<file path="src/rtl/nes_controller_responder_if.sv">
// Pin-level bundle between an NES pad host (latch/clk/buttons driver) and the
// pad responder. Optional build macro: NES_TURBO_EN adds turbo_mask.
interface nes_controller_responder_if #(
    parameter int DATA_BITS = 8
);
    localparam int IDX_W = $clog2(DATA_BITS + 1);

    logic [DATA_BITS-1:0] buttons_in;
`ifdef NES_TURBO_EN
    logic [DATA_BITS-1:0] turbo_mask;
`endif
    logic                 nes_latch;
    logic                 nes_clk;
    logic                 nes_data;
    logic                 busy;
    logic                 frame_done;
    logic [IDX_W-1:0]     bit_index;

`ifdef NES_TURBO_EN
    modport master (
        output buttons_in, turbo_mask, nes_latch, nes_clk,
        input  nes_data, busy, frame_done, bit_index
    );
    modport slave (
        input  buttons_in, turbo_mask, nes_latch, nes_clk,
        output nes_data, busy, frame_done, bit_index
    );
`else
    modport master (
        output buttons_in, nes_latch, nes_clk,
        input  nes_data, busy, frame_done, bit_index
    );
    modport slave (
        input  buttons_in, nes_latch, nes_clk,
        output nes_data, busy, frame_done, bit_index
    );
`endif
endinterface

</file>
<file path="src/rtl/nes_controller_responder.sv">
// NES pad emulator: behaves like the pad's 4021 parallel-in/serial-out
// register. Latch and clock pins are asynchronous and synchronised here;
// every output is registered. DATA_BITS must be at least 2.
// Optional build macro: NES_TURBO_EN (turbo_mask with alternating frame phase).
module nes_controller_responder #(
    parameter int   DATA_BITS   = 8,
    parameter int   SYNC_STAGES = 2,
    parameter logic FILL_VALUE  = 1'b1
) (
    input  logic                         clk,
    input  logic                         rst_n,
    nes_controller_responder_if.slave    pad
);
    localparam int IDX_W = $clog2(DATA_BITS + 1);

    typedef enum logic [1:0] {
        ST_IDLE  = 2'd0,
        ST_LOAD  = 2'd1,
        ST_SHIFT = 2'd2,
        ST_DONE  = 2'd3
    } state_e;

    state_e state_q, state_d;

    // One extra flop beyond the synchroniser holds the previous level for edge detection.
    logic [SYNC_STAGES:0] latch_sync_q, latch_sync_d;
    logic [SYNC_STAGES:0] clk_sync_q, clk_sync_d;

    logic                 latch_s;
    logic                 latch_fall_s;
    logic                 clk_rise_s;
    logic                 last_bit_s;
    logic [DATA_BITS-1:0] load_val_s;

    logic [DATA_BITS-1:0] shreg_q, shreg_d;
    logic                 nes_data_q, nes_data_d;
    logic                 busy_q, busy_d;
    logic                 frame_done_q, frame_done_d;
    logic [IDX_W-1:0]     bit_index_q, bit_index_d;

    assign latch_s      = latch_sync_q[SYNC_STAGES-1];
    assign latch_fall_s = latch_sync_q[SYNC_STAGES] & ~latch_sync_q[SYNC_STAGES-1];
    assign clk_rise_s   = clk_sync_q[SYNC_STAGES-1] & ~clk_sync_q[SYNC_STAGES];
    assign last_bit_s   = (bit_index_q == IDX_W'(DATA_BITS - 1));

    // Shift the raw pins into their synchroniser chains.
    always_comb begin
        latch_sync_d = {latch_sync_q[SYNC_STAGES-1:0], pad.nes_latch};
        clk_sync_d   = {clk_sync_q[SYNC_STAGES-1:0], pad.nes_clk};
    end

`ifdef NES_TURBO_EN
    logic phase_q, phase_d;

    // Turbo phase flips once per completed latch pulse.
    always_comb begin
        if (latch_fall_s) begin
            phase_d = ~phase_q;
        end else begin
            phase_d = phase_q;
        end
    end

    // Turbo phase register.
    always_ff @(posedge clk or negedge rst_n) begin
        if (!rst_n) begin
            phase_q <= 1'b0;
        end else begin
            phase_q <= phase_d;
        end
    end

    // Turbo buttons read as released on even phases.
    assign load_val_s = pad.buttons_in & ~(pad.turbo_mask & {DATA_BITS{~phase_q}});
`else
    assign load_val_s = pad.buttons_in;
`endif

    // State register and synchroniser flops.
    always_ff @(posedge clk or negedge rst_n) begin
        if (!rst_n) begin
            state_q      <= ST_IDLE;
            latch_sync_q <= '0;
            clk_sync_q   <= '0;
        end else begin
            state_q      <= state_d;
            latch_sync_q <= latch_sync_d;
            clk_sync_q   <= clk_sync_d;
        end
    end

    // Next-state logic: a high latch always wins over a clock edge.
    always_comb begin
        state_d = state_q;
        case (state_q)
            ST_IDLE: begin
                if (latch_s) state_d = ST_LOAD;
                else         state_d = ST_IDLE;
            end
            ST_LOAD: begin
                if (latch_fall_s) state_d = ST_SHIFT;
                else              state_d = ST_LOAD;
            end
            ST_SHIFT: begin
                if (latch_s)                        state_d = ST_LOAD;
                else if (clk_rise_s && last_bit_s)  state_d = ST_DONE;
                else                                state_d = ST_SHIFT;
            end
            ST_DONE: begin
                if (latch_s) state_d = ST_LOAD;
                else         state_d = ST_DONE;
            end
            default: state_d = ST_IDLE;
        endcase
    end

    // Datapath and output values; loading follows state_d so the pin latency stays minimal.
    always_comb begin
        shreg_d     = shreg_q;
        bit_index_d = bit_index_q;
        if (state_d == ST_LOAD) begin
            shreg_d     = ~load_val_s;
            bit_index_d = '0;
        end else if ((state_q == ST_SHIFT) && clk_rise_s) begin
            shreg_d     = {FILL_VALUE, shreg_q[DATA_BITS-1:1]};
            bit_index_d = bit_index_q + IDX_W'(1);
        end else begin
            shreg_d     = shreg_q;
            bit_index_d = bit_index_q;
        end

        if ((state_d == ST_LOAD) || (state_d == ST_SHIFT)) begin
            nes_data_d = shreg_d[0];
        end else begin
            nes_data_d = FILL_VALUE;
        end

        busy_d       = (state_d == ST_SHIFT);
        frame_done_d = (state_q == ST_SHIFT) && (state_d == ST_DONE);
    end

    // Shift register and registered outputs.
    always_ff @(posedge clk or negedge rst_n) begin
        if (!rst_n) begin
            shreg_q      <= '1;
            nes_data_q   <= 1'b1;
            busy_q       <= 1'b0;
            frame_done_q <= 1'b0;
            bit_index_q  <= '0;
        end else begin
            shreg_q      <= shreg_d;
            nes_data_q   <= nes_data_d;
            busy_q       <= busy_d;
            frame_done_q <= frame_done_d;
            bit_index_q  <= bit_index_d;
        end
    end

    assign pad.nes_data   = nes_data_q;
    assign pad.busy       = busy_q;
    assign pad.frame_done = frame_done_q;
    assign pad.bit_index  = bit_index_q;

endmodule
</file>
<file path="src/flat_wrapper.sv">
// flat-port wrapper written by rule: the top's interface ports become plain ports
module nes_controller_responder_flat 
#(
    parameter int   DATA_BITS   = 8,
    parameter int   SYNC_STAGES = 2,
    parameter logic FILL_VALUE  = 1'b1
)
  (clk, rst_n, pad_buttons_in, pad_nes_latch, pad_nes_clk, pad_nes_data, pad_busy, pad_frame_done, pad_bit_index);
  nes_controller_responder_if #(.DATA_BITS(DATA_BITS)) pad_i ();
  input  logic clk;
  input  logic rst_n;
  input wire logic [$bits(pad_i.buttons_in)-1:0] pad_buttons_in;
  input wire logic [$bits(pad_i.nes_latch)-1:0] pad_nes_latch;
  input wire logic [$bits(pad_i.nes_clk)-1:0] pad_nes_clk;
  output wire logic [$bits(pad_i.nes_data)-1:0] pad_nes_data;
  output wire logic [$bits(pad_i.busy)-1:0] pad_busy;
  output wire logic [$bits(pad_i.frame_done)-1:0] pad_frame_done;
  output wire logic [$bits(pad_i.bit_index)-1:0] pad_bit_index;
  assign pad_i.buttons_in = pad_buttons_in;
  assign pad_i.nes_latch = pad_nes_latch;
  assign pad_i.nes_clk = pad_nes_clk;
  assign pad_nes_data = pad_i.nes_data;
  assign pad_busy = pad_i.busy;
  assign pad_frame_done = pad_i.frame_done;
  assign pad_bit_index = pad_i.bit_index;
  nes_controller_responder #(.DATA_BITS(DATA_BITS), .SYNC_STAGES(SYNC_STAGES), .FILL_VALUE(FILL_VALUE)) u_core (.clk(clk), .rst_n(rst_n), .pad(pad_i));
endmodule
</file>
<file path="config.mk">
export PLATFORM = sky130hd
export DESIGN_NAME = nes_controller_responder_flat
export DESIGN_NICKNAME = d
export VERILOG_FILES = /design/src/rtl/nes_controller_responder_if.sv /design/src/rtl/nes_controller_responder.sv /design/src/flat_wrapper.sv
export SDC_FILE = /design/constraint.sdc
export NUM_CORES = 1
export LEC_CHECK = 0
export BUFFER_PORTS_ARGS = -buffer_cell sky130_fd_sc_hd__buf_4
export CORE_AREA = 10 10 55 57
export DETAILED_ROUTE_END_ITERATION = 6
export DIE_AREA = 0 0 65 67
export PLACE_DENSITY = 0.83
export SLEW_MARGIN = 20
export SYNTH_ARGS = -nofsm -noshare
export SYNTH_HDL_FRONTEND = slang
export SYNTH_SLANG_ARGS = --single-unit
</file>
<file path="constraint.sdc">
create_clock -name clk -period 2.7 [get_ports clk]
set_clock_uncertainty 0.2 [all_clocks]
set_input_delay 0.27 -clock clk [delete_from_list [all_inputs] [get_ports clk]]
set_output_delay 0.27 -clock clk [all_outputs]
set_load 0.01 [all_outputs]
</file>
# ---- Yosys cells after proc, flatten, opt, wreduce, memory -nomap -nowiden
# Index checks and enable logic that the tools add are counted.
dict set report word_totals {
  mem_count 0
  register_bits 23
  latch_bits 0
  romBits 0
  output_inout_bits 7
  ram_bits 0
  wordCells 39
  inputBits 12
}
dict set report op_classes {
  n_eq_ne 7
  n_mul 0
  bitwise_logic 5
  n_reduce_logical 6
  n_div 0
  order_cmp 0
  add_sub_neg 1
  muxes 11
  n_shift 0
}
# operator n
set op_table {}
lappend op_table {{8-bit 2-to-1 mux} 2}
lappend op_table {{2-bit == test (second input constant)} 4}
lappend op_table {{4-bit 2-to-1 mux} 2}
lappend op_table {{8-bit inverter} 1}
lappend op_table {{2-bit one-hot mux with 4 select lines} 1}
lappend op_table {{2-bit 2-to-1 mux} 3}
lappend op_table {{4-bit by 1-bit adder with 4-bit output (second input constant)} 1}
lappend op_table {{2-bit by 1-bit == test with 1-bit output (second input constant)} 2}
lappend op_table {{4-bit by 3-bit == test with 1-bit output (second input constant)} 1}
lappend op_table {{1-bit logical AND} 3}
lappend op_table {{1-bit 2-to-1 mux} 3}
lappend op_table {{1-bit bitwise AND} 2}
lappend op_table {{2-bit zero test} 1}
lappend op_table {{1-bit inverter} 2}
lappend op_table {{2-bit nonzero test} 1}
lappend op_table {{1-bit logical OR} 1}

# ---- Depth between registers and ports, before layout
# Gate-level depths: netlist of the first run.
dict set report logic_depth {
  ltp_word 9
  ltp_mapped 8
  depth_no_buf 7
}

# ---- Worst setup path before layout of the first run
# Ideal clock, no wire load.
dict set report synth_timing {
  path_type {register -> register}
  startpoint {register u_core.bit_index_q[0], in the netlist u_core.pad.bit_index[0]}
  endpoint {register u_core.shreg_q[2]}
  n_path_buf 2
  period_less_slack_ps 2166
  t_arrival_ps 1891
  required_ps 2425
  path_stages_with_launch 8
  setup_time_ps 75
  path_slack_ps 534
  path_cell_list {dfrtp_1 > ha_1 > nand3_1 > o21ai_0 > ha_1 > buf_2 > clkbuf_1 > mux2i_1}
}
dict set report synth_via {
  elab_chain_cells 7
  elab_cells_between_ends 8
  classes_between {2 x eq/ne; 4 x mux; 2 x reduce/logical}
}
# item line_no
set synth_rtl {}
lappend synth_rtl {{from (decl)} nes_controller_responder.sv:39} ;# logic [IDX_W-1:0] bit_index_q, bit_index_d;
lappend synth_rtl {{from (signal assigned)} nes_controller_responder.sv:155} ;# bit_index_q <= bit_index_d;
lappend synth_rtl {{4-bit by 3-bit == test with 1-bit output *} nes_controller_responder.sv:44} ;# assign last_bit_s = (bit_index_q == IDX_W'(DATA_BITS - 1));
lappend synth_rtl {{1-bit logical AND *} nes_controller_responder.sv:106} ;# else if (clk_rise_s && last_bit_s) state_d = ST_DONE;
lappend synth_rtl {{1-bit 2-to-1 mux *} nes_controller_responder.sv:106}
lappend synth_rtl {{2-bit 2-to-1 mux *} nes_controller_responder.sv:105} ;# if (latch_s) state_d = ST_LOAD;
lappend synth_rtl {{2-bit one-hot mux with 4 select lines *} nes_controller_responder.sv:95} ;# case (state_q)
lappend synth_rtl {{net u_core.state_d[0]} nes_controller_responder.sv:23} ;# state_e state_q, state_d;
lappend synth_rtl {{2-bit by 1-bit == test with 1-bit output *} nes_controller_responder.sv:121} ;# if (state_d == ST_LOAD) begin
lappend synth_rtl {{8-bit 2-to-1 mux or 2-bit nonzero test (tied branches)} --}
lappend synth_rtl {{to (signal assigned)} nes_controller_responder.sv:151} ;# shreg_q <= shreg_d;
lappend synth_rtl {{to (decl)} nes_controller_responder.sv:35} ;# logic [DATA_BITS-1:0] shreg_q, shreg_d;
# Mark *: on every way through the listed nets, which the timed path passes. The rest lies on a longest branch.
# A chain may end at the register's enable or synchronous reset.

# ---- Worst setup path in the final report of the first run
dict set report layout_timing {
  startpoint {register u_core.bit_index_q[0], in the netlist u_core.pad.bit_index[0]}
  endpoint {register u_core.shreg_q[5]}
}
# The elaborated chain is that of the path after synthesis.

==> results of run 1 <==
[flip-flops by register name, summed over array words and instances (netlist names)]
| signal | flops |
|---|---|
| u_core.shreg_q | 8 |
| u_core.pad.bit_index | 4 |
| u_core.clk_sync_q | 3 |
| u_core.latch_sync_q | 3 |
| u_core.state_q | 2 |
| u_core.pad.busy | 1 |
| u_core.pad.frame_done | 1 |
| u_core.pad.nes_data | 1 |
[stage by stage]
| stage | setup WS (ns) | power (mW) | utilization | hold WS [ns] |
|---|---|---|---|---|
| after detailed placement | 0.5343 | 0.5055 | 0.5838 | -0.03074 |
| after CTS | 0.5020 | 0.6658 | 0.6488 | 0.007094 |
| after global placement | 0.6414 | 0.5018 | 0.5838 | -0.02550 |
| after global routing | 0.3385 | 0.7026 | 0.6488 | 0.01121 |
| after floorplan | 0.5337 | 0.4658 | - | -0.2256 |
| final | 0.4965 | 0.6606 | 0.6488 | 0.01480 |
[per-layer routing]
metal / up-vias / track usage / share of wire
met2: 15 / 0.1441 / 0.50
met5: - / 0 / 0
met1: 303 / 0.09524 / 0.41
li1: 313 / - / -
met3: 5 / 0.03177 / 0.059
met4: 0 / 0.05615 / 0.026
[logic make-up after synthesis]
family | after synthesis
adder cells (fa/ha/maj) | 4
flip-flops | 23
multiplexers | 15
XOR/XNOR | 1
AO/OA/AOI/OAI | 9
buffers and inverters | 5
AND/OR/NAND/NOR | 16
[worst max-delay path, stage by stage (launching register included)]
cell     delay (ns)
dfrtp_1        0.44
ha_1           0.22
nand3_1        0.10
o21ai_0        0.29
ha_1           0.42
buf_4          0.24
mux2i_1        0.21
[cells in the mapped netlist]
master,number,area (µm²)
o21a_1,1,7.510
buf_2,1,5.000
mux2_4,1,15.01
xnor2_1,1,8.760
nand2b_1,3,18.77
and3b_1,1,8.760
inv_1,2,7.510
clkbuf_1,1,3.750
dfrtp_1,14,350.3
ha_1,4,50.05
nor3_1,1,5.000
and4bb_4,1,16.27
nand3_1,1,5.000
nand4_1,1,6.260
o211ai_1,1,7.510
nor2_1,5,18.77
nand2_1,1,3.750
a21oi_1,4,20.02
o21ai_1,1,5.000
mux2i_1,14,140.1
buf_8,1,15.01
o21ai_0,1,5.000
or2_2,1,6.260
a31o_2,1,8.760
dfstp_2,9,236.5
nor2b_1,1,6.260
[power breakdown]
part / leakage (nW) / switching [mW] / internal (mW)
registers: 0.271 / 0.0160 / 0.391
logic: 0.296 / 0.0460 / 0.0556
clock network: 0.0150 / 0.0940 / 0.0577
total: 0.582 / 0.156 / 0.505
[worst paths after layout]
kind	startpoint	end	slack, ns	cells past startpoint
setup / recovery	u_core.pad.bit_index[0]$_DFFE_PN0P_	u_core.shreg_q[5]$_DFFE_PN1P_	0.50	6
hold / removal	pad_buttons_in[0]	u_core.shreg_q[0]$_DFF_PN1_	0.01	3
setup reg to reg	u_core.pad.bit_index[0]$_DFFE_PN0P_	u_core.shreg_q[5]$_DFFE_PN1P_	0.50	6
hold reg to reg	u_core.clk_sync_q[0]$_DFF_PN0_	u_core.clk_sync_q[1]$_DFF_PN0_	0.16	0
max in group asynchronous	rst_n	u_core.pad.nes_data$_DFF_PN1_	1.85	2
min in group asynchronous	rst_n	u_core.state_q[0]$_DFF_PN0_	0.18	2
[area by class of cell]
class	count	area share
Clock buffer	4	0.02085
Multi-Input combinational cell	45	0.2880
Tap cell	27	0.02681
Timing Repair Buffer	29	0.1927
Inverter	2	0.005958
Sequential cell	23	0.4657
==> impl_metrics.csv, run 1 <==
group,metric,value,unit
outcome,status,"finished, final reports clean",
global_route,grtUsageTotal,0.08814,
power,p_leak,0.5824,nW
sta,final_max_slew_viol_count,0,
logic_synthesis,ys_ff_latch,23,
critical_path,required,2.74,ns
detailed_routing,avgRoutedWirePerCell,12.86,µm
logic_synthesis,syn_inst,73,
clock_tree,cts_hold_buf,10,
critical_path,crit_fanout,10,
floorplanning,rows,16,
clock_tree,ctsResizeCount,0,
cells_and_area,area_delta_synth_final,28.44,%
critical_path,arrival,2.24,ns
place,io_buffers,18,
global_route,grt_pass1_vias,682,
detailed_routing,first_pass_iters,3,
floorplanning,dieArea,4355,µm²
sta,clock.fmax,453.8,MHz
global_route,grt_max_degree,24,
cells_and_area,antennaDiodeCount,0,
detailed_routing,wirelength,1.672,mm
floorplanning,start_util,0.5052,
logic_synthesis,synth-seq-area-share,0.5982,
floorplanning,io_pins,19,
sta,hold_viol_final,0,
place,place_area,1134,µm²
global_route,grt_overflow,0,
critical_path,path_class,"flip-flop to flip-flop",
detailed_routing,route.vias.total,636,
sta,finalCritPeriodShare,0.8161,
cells_and_area,fin_cells,130,
place,hpwl,1.245,mm
cells_and_area,seqCellArea,586.8,µm²
logic_synthesis,synth_top_family_by_area,"multiplexers",
critical_path,endpoint_kind,"flip-flop",
logic_synthesis,yosysUniqueCellTypes,26,
clock_tree,clkLatencyLatePin,0.31,ns
detailed_routing,ant_nets,0,
place,gp_congestion,0.8296,
power,ir_worst_vdd,346.6,µV
logic_synthesis,yosys.area_share.simple,0.09694,
detailed_routing,first_iter_violations,12,
cells_and_area,drive_above_1_share,0.3398,
logic_synthesis,synth_compound_area_frac,0.05485,
power,p_per_area,524.3,nW/µm²
clock_tree,clk_path_buf_depth,2,
sta,layout_min_cycle_time,2.204,ns
sta,rsz0062_at_grt,"false",
detailed_routing,drc_errors,0,
clock_tree,path_clk_slew,0.11,ns
cells_and_area,fin_nets,120,
clock_tree,cts_setup_buffers,0,
logic_synthesis,synth_nets,89,
clock_tree,cts_sinks,23,
sta,worst_pin_slew,0.3374,ns
floorplanning,die_w,65,µm
logic_synthesis,syn_avg_cell_area,13.44,µm²
clock_tree,cts_tree,"built",
logic_synthesis,yosys_warnings,0,
cells_and_area,finalInstanceArea,1260,µm²
sta,setup_viol,0,
cells_and_area,final_common_cell,"buf_4",
sta,fin_tns_setup,0,ns
global_route,grt_pass1_wl,2.987,mm
logic_synthesis,synthAdderAreaFrac,0.05102,
logic_synthesis,yosys.area_share.xor_xnor,0.008929,
global_route,antenna_found_initial,0,
clock_tree,cts_made_buffers,3,
critical_path,setup.worst_path.start_class,"flip-flop",
logic_synthesis,synth_area,980.9,µm²
logic_synthesis,synth_mux_area_frac,0.1582,
clock_tree,cts-root-buf,"clkbuf_4",
min_path,worstHoldPathType,"primary input to flip-flop",
cells_and_area,multi_input_area,362.8,µm²
sta,slew-limit-headroom,0.7751,
place,placedCellCount,116,
floorplanning,die_h,67,µm
cells_and_area,mostFrequentLayoutCells,"19 x buf_4, 14 x mux2i_1, 14 x dfrtp_1",
clock_tree,h-tree-depth,1,
run,drv_cap,0,
detailed_routing,avgViaCountPerCell,4.892,
cells_and_area,nFillCells,160,
floorplanning,core,1942,µm²
Note: power is estimated with default switching activity, not from simulation.
==> run 2: changes to the inputs <==
==> constraint.sdc (replaced) <==
create_clock -name clk -period 2.2 [get_ports clk]
set_clock_uncertainty 0.2 [all_clocks]
set_input_delay 0.22 -clock clk [delete_from_list [all_inputs] [get_ports clk]]
set_output_delay 0.22 -clock clk [all_outputs]
set_load 0.01 [all_outputs]
==> impl_metrics.csv, run 2 (synthesis results as in run 1) <==
group,metric,value,unit
power,p_total,821.8,µW
floorplanning,start_util,0.5052,
critical_path,crit_buf_inv,1,
global_route,grt-busiest-layer,"met2",
cells_and_area,post-route-util,0.6540,
detailed_routing,first_pass_iters,2,
detailed_routing,ant_nets,0,
run,drv_cap,0,
critical_path,crit_family,"adder cells",
critical_path,r2r_end,"u_core.shreg_q[1]$_DFFE_PN1P_",
place,gp_congestion,0.8208,
power,p_sw_frac,0.2449,
cells_and_area,antennaDiodeCount,0,
critical_path,endpoint_kind,"flip-flop",
sta,setup_viol,0,
critical_path,path_class,"flip-flop to flip-flop",
sta,final_max_slew_viol_count,0,
global_route,met2_usage,0.1650,
critical_path,slowest_stage,"dfrtp_1",
sta,hold_slack,0.1240,ns
sta,slew-limit-headroom,0.8130,
power,ir_worst_vdd,418.3,µV
critical_path,worstPathCellList,"ha_1, nand3_1, o21ai_1, ha_1, buf_4, mux2i_1",
global_route,grt_overflow,0,
sta,hold_viol_final,0,
power,share_comb_of_total_power,0.153,
critical_path,required,2.24,ns
floorplanning,core,1942,µm²
floorplanning,die_h,67,µm
critical_path,max_stage_delay,0.42,ns
sta,clock.fmax,499.5,MHz
critical_path,setup.worst_path.start_class,"flip-flop",
clock_tree,clkLatencyLatePin,0.31,ns
sta,worst_pin_slew,0.2805,ns
sta,rsz0062_at_grt,"false",
global_route,grt_max_degree,24,
clock_tree,cts_setup_buffers,0,
clock_tree,cts_made_buffers,3,
detailed_routing,drc_errors,0,
place,hpwl,1.203,mm
floorplanning,rows,16,
outcome,status,"finished, final reports clean",
global_route,met3_usage,0.03679,
clock_tree,cts-root-buf,"clkbuf_4",
cells_and_area,regMostFlops,"u_core.shreg_q",
global_route,grt_pass1_wl,3.111,mm
floorplanning,io_pins,19,
cells_and_area,fin_nets,121,
clock_tree,clk_path_buf_depth,2,
global_route,grt_pass1_vias,688,
power,clkPwrFrac,0.235,
sta,fin_tns_setup,0,ns
power,p_per_area,647.1,nW/µm²
sta,fin_ws,0.1981,ns
critical_path,reg2reg_from,"u_core.pad.bit_index[0]$_DFFE_PN0P_",
clock_tree,cts_sinks,23,
cells_and_area,mostFrequentLayoutCells,"19 x buf_4, 14 x mux2i_1, 14 x dfrtp_1",
power,p_leak,0.5865,nW
detailed_routing,avgViaCountPerCell,4.794,
detailed_routing,route.vias.total,628,
global_route,antenna_found_initial,0,
sta,layout_min_cycle_time,2.002,ns
cells_and_area,area_delta_synth_final,29.46,%
clock_tree,h-tree-depth,1,
floorplanning,die_w,65,µm
place,io_buffers,18,
critical_path,crit_path_frequent_cell,"ha_1",
sta,finalCritPeriodShare,0.9099,
power,seq_power_share,0.611,
global_route,grtUsageMet1,0.09311,
critical_path,reg2regPathDepth,6,
clock_tree,path_clk_slew,0.12,ns
detailed_routing,wirelength,1.844,mm
critical_path,crit_fanout,13,
critical_path,arrival,2.04,ns
min_path,worstHoldPathType,"primary input to asynchronous set/reset pin",
detailed_routing,avgRoutedWirePerCell,14.08,µm
cells_and_area,largest_reg_flops,8,
clock_tree,cts_tree,"built",
cells_and_area,drive_above_1_share,0.3365,
cells_and_area,nFillCells,156,
place,place_ws,0.1256,ns
detailed_routing,first_iter_violations,4,
global_route,grtUsageTotal,0.09223,
critical_path,rrSetupSlack,0.20,ns
floorplanning,dieArea,4355,µm²
power,p_int,620.5,µW
power,switching_power,201.3,µW
cells_and_area,final_common_cell,"buf_4",
[run 2: changes by cell type in the layout (fill, tap and decap cells not counted)]
cell,change
dlygate4sd3_1,+1
o21ai_0,-1
o21ai_1,+1
[run 2: what timing repair did]
item                                    in CTS  in global routing
gates resized for setup                      0                  1
endpoints found under the setup margin       0                 10
hold buffers                                11                  0
endpoints found under the hold margin       34                  0
[run 2: power groups by stage]
stage / sequential, mW / combinational, mW / clock [mW]
after floorplan: 0.505 / 0.0668 / 0
after global placement: 0.506 / 0.109 / 0
after detailed placement: 0.508 / 0.110 / 0
after CTS: 0.500 / 0.126 / 0.196
after global routing: 0.508 / 0.142 / 0.221
final: 0.502 / 0.126 / 0.193
[run 2: how the worst max path moves through the flow]
stage | to | from | slack (ns) | cells after the start
global placement | u_core.shreg_q[6]$_DFFE_PN1P_ | u_core.pad.bit_index[0]$_DFFE_PN0P_ | 0.26 | 6
global route | u_core.shreg_q[1]$_DFFE_PN1P_ | u_core.pad.bit_index[0]$_DFFE_PN0P_ | 0.01 | 6
floorplan | u_core.shreg_q[2]$_DFFE_PN1P_ | u_core.pad.bit_index[0]$_DFFE_PN0P_ | 0.03 | 7
detailed placement | u_core.shreg_q[6]$_DFFE_PN1P_ | u_core.pad.bit_index[0]$_DFFE_PN0P_ | 0.13 | 6
CTS | u_core.shreg_q[6]$_DFFE_PN1P_ | u_core.pad.bit_index[0]$_DFFE_PN0P_ | 0.09 | 6
finish | u_core.shreg_q[1]$_DFFE_PN1P_ | u_core.pad.bit_index[0]$_DFFE_PN0P_ | 0.20 | 6
[run 2: area by class of cell]
type                    instances  area, µm²  share of cell area
repair buffers                 30      252.7              0.1990
flip-flops and latches         23      586.8              0.4621
multi-input cells              45      362.8              0.2857
clock buffers                   4      26.28             0.02069
inverters                       2      7.507            0.005911
well taps                      27      33.78             0.02660
[run 2: per-layer routing]
layer  share of wire  vias to the layer above  wire length [µm]
li1                -                      313                 -
met1            0.40                      295               740
met2            0.53                       15               971
met3           0.053                        5                97
met4           0.018                        0                34
met5               0                        -                 0
[run 2: stage by stage]
stage / std cells / cell area, µm²
after CTS: 131 / 1270
after detailed placement: 116 / 1134
final: 131 / 1270
after global routing: 131 / 1270
after floorplan: 73 / 980.9
after global placement: 116 / 1134
==> run 3: changes to the inputs <==
--- a/config.mk
+++ b/config.mk
@@ -9,7 +9,7 @@
 export CORE_AREA = 10 10 55 57
 export DETAILED_ROUTE_END_ITERATION = 6
 export DIE_AREA = 0 0 65 67
-export PLACE_DENSITY = 0.83
+export PLACE_DENSITY = 0.85
 export SLEW_MARGIN = 20
 export SYNTH_ARGS = -nofsm -noshare
 export SYNTH_HDL_FRONTEND = slang
==> impl_metrics.csv, run 3 (synthesis results as in run 1) <==
group,metric,value,unit
global_route,grt_pass1_wl,2.801,mm
critical_path,endpoint_kind,"flip-flop",
cells_and_area,area_delta_synth_final,30.48,%
cells_and_area,antennaDiodeCount,0,
critical_path,required,2.20,ns
critical_path,reg2reg_from,"u_core.pad.bit_index[0]$_DFFE_PN0P_",
place,hpwl,1.225,mm
clock_tree,cts_sinks,23,
floorplanning,io_pins,19,
critical_path,worstPathCellList,"ha_1, nand3_1, o21ai_0, ha_2, nand2b_1, a21oi_1, a31o_2",
detailed_routing,route.vias.total,646,
cells_and_area,mostFrequentLayoutCells,"20 x buf_4, 14 x mux2i_1, 14 x dfrtp_1",
critical_path,crit_fanout,6,
sta,finalCritPeriodShare,0.9412,
cells_and_area,largest_reg_flops,8,
place,gp_congestion,0.8502,
detailed_routing,drc_errors,0,
clock_tree,cts_made_buffers,3,
detailed_routing,avgRoutedWirePerCell,12.33,µm
critical_path,arrival,2.07,ns
clock_tree,clkLatencyLatePin,0.30,ns
sta,worst_pin_slew,0.3556,ns
floorplanning,core,1942,µm²
critical_path,rrSetupSlack,0.13,ns
floorplanning,start_util,0.5052,
power,ir_worst_vdd,458.5,µV
place,placedCellCount,117,
clock_tree,cts-root-buf,"clkbuf_4",
sta,fin_tns_setup,0,ns
sta,final_max_slew_viol_count,0,
cells_and_area,drive_above_1_share,0.3524,
global_route,grt_overflow,0,
power,p_per_area,635.4,nW/µm²
critical_path,startpoint,"u_core.pad.bit_index[0]$_DFFE_PN0P_",
floorplanning,die_w,65,µm
cells_and_area,final_common_cell,"buf_4",
critical_path,path_class,"flip-flop to flip-flop",
detailed_routing,first_iter_violations,10,
critical_path,max_stage_delay,0.42,ns
clock_tree,path_clk_slew,0.11,ns
clock_tree,clk_path_buf_depth,2,
critical_path,slowest_stage,"dfrtp_1",
sta,layout_min_cycle_time,2.071,ns
global_route,antenna_found_initial,0,
floorplanning,rows,16,
cells_and_area,fin_cells,132,
sta,hold_viol_final,0,
cells_and_area,fin_nets,122,
detailed_routing,ant_nets,0,
place,io_buffers,18,
outcome,status,"finished, final reports clean",
global_route,grt_max_degree,24,
detailed_routing,first_pass_iters,4,
clock_tree,cts_setup_buffers,0,
clock_tree,cts_tree,"built",
cells_and_area,nFillCells,144,
detailed_routing,wirelength,1.627,mm
global_route,grtUsageTotal,0.07971,
floorplanning,die_h,67,µm
power,p_leak,0.5902,nW
sta,slew-limit-headroom,0.7604,
global_route,grt_pass1_vias,683,
detailed_routing,avgViaCountPerCell,4.894,
clock_tree,h-tree-depth,1,
run,drv_cap,0,
floorplanning,dieArea,4355,µm²
cells_and_area,regMostFlops,"u_core.shreg_q",
sta,rsz0062_at_grt,"false",
min_path,worstHoldPathType,"primary input to asynchronous set/reset pin",
sta,setup_viol,0,
critical_path,setup.worst_path.start_class,"flip-flop",
sta,clock.fmax,482.9,MHz
## run 3: cell types whose count changed in the layout (fill, tap and decap cells not counted)
cell     before  now
o21ai_0       0    1
o21ai_1       2    1
ha_1          4    3
ha_2          0    1
buf_4        19   20
## run 3: final cells by class
type	count	area (µm²)	area share
clock buffer	4	26.28	0.02053
inverter	2	7.507	0.005865
multi-input combinational	45	365.4	0.2854
sequential	23	586.8	0.4585
tap	27	33.78	0.02639
timing repair buffer	31	260.3	0.2033
## run 3: worst max-delay path, delay by kind of cell (launching register included)
family          cells  cell delay [ns]
simple gates        2             0.22
fa+ha+maj           2             0.54
compound gates      3             0.58
flops               1             0.42
## run 3: metal layers
layer,vias up,wire length (µm),global-route usage,share of wire
met3,0,90,0.03512,0.055
met1,313,756,0.08414,0.46
met5,-,0,0,0
met4,0,0,0.02406,0
li1,319,-,-,-
met2,14,780,0.1404,0.48
## run 3: report_power, final
group,leakage (nW),internal (mW),total (mW),switching [mW]
logic,0.304,0.0726,0.130,0.0577
registers,0.271,0.480,0.499,0.0190
clock network,0.0150,0.0706,0.184,0.113
## run 3: stage by stage
stage               utilization  instance area [µm²]  hold slack (ns)  power, mW  worst slack (ns)
floorplan                     -                980.9          -0.2756     0.5717           0.03371
global placement         0.5876                 1141         -0.07562     0.6177            0.2702
detailed placement       0.5876                 1141         -0.07513     0.6231            0.1508
CTS                      0.6579                 1277           0.1346     0.8216            0.1276
global route             0.6591                 1280           0.1328     0.8636           0.02563
finish                   0.6591                 1280           0.1351     0.8132            0.1294
## run 3: worst paths after layout
kind                                                        to  depth (start not counted)
max                        u_core.pad.bit_index[2]$_DFFE_PN0P_                          7
min                                  u_core.pad.busy$_DFF_PN0_                          2
max reg2reg                u_core.pad.bit_index[2]$_DFFE_PN0P_                          7
min reg2reg                     u_core.clk_sync_q[1]$_DFF_PN0_                          0
max in group asynchronous        u_core.shreg_q[1]$_DFFE_PN1P_                          2
min in group clk                u_core.clk_sync_q[1]$_DFF_PN0_                          0
## run 3: timing repair
action,CTS,global route
endpoints found under the hold margin,33,0
setup endpoints to repair,0,2
gates resized for setup,0,1
hold buffers,11,0
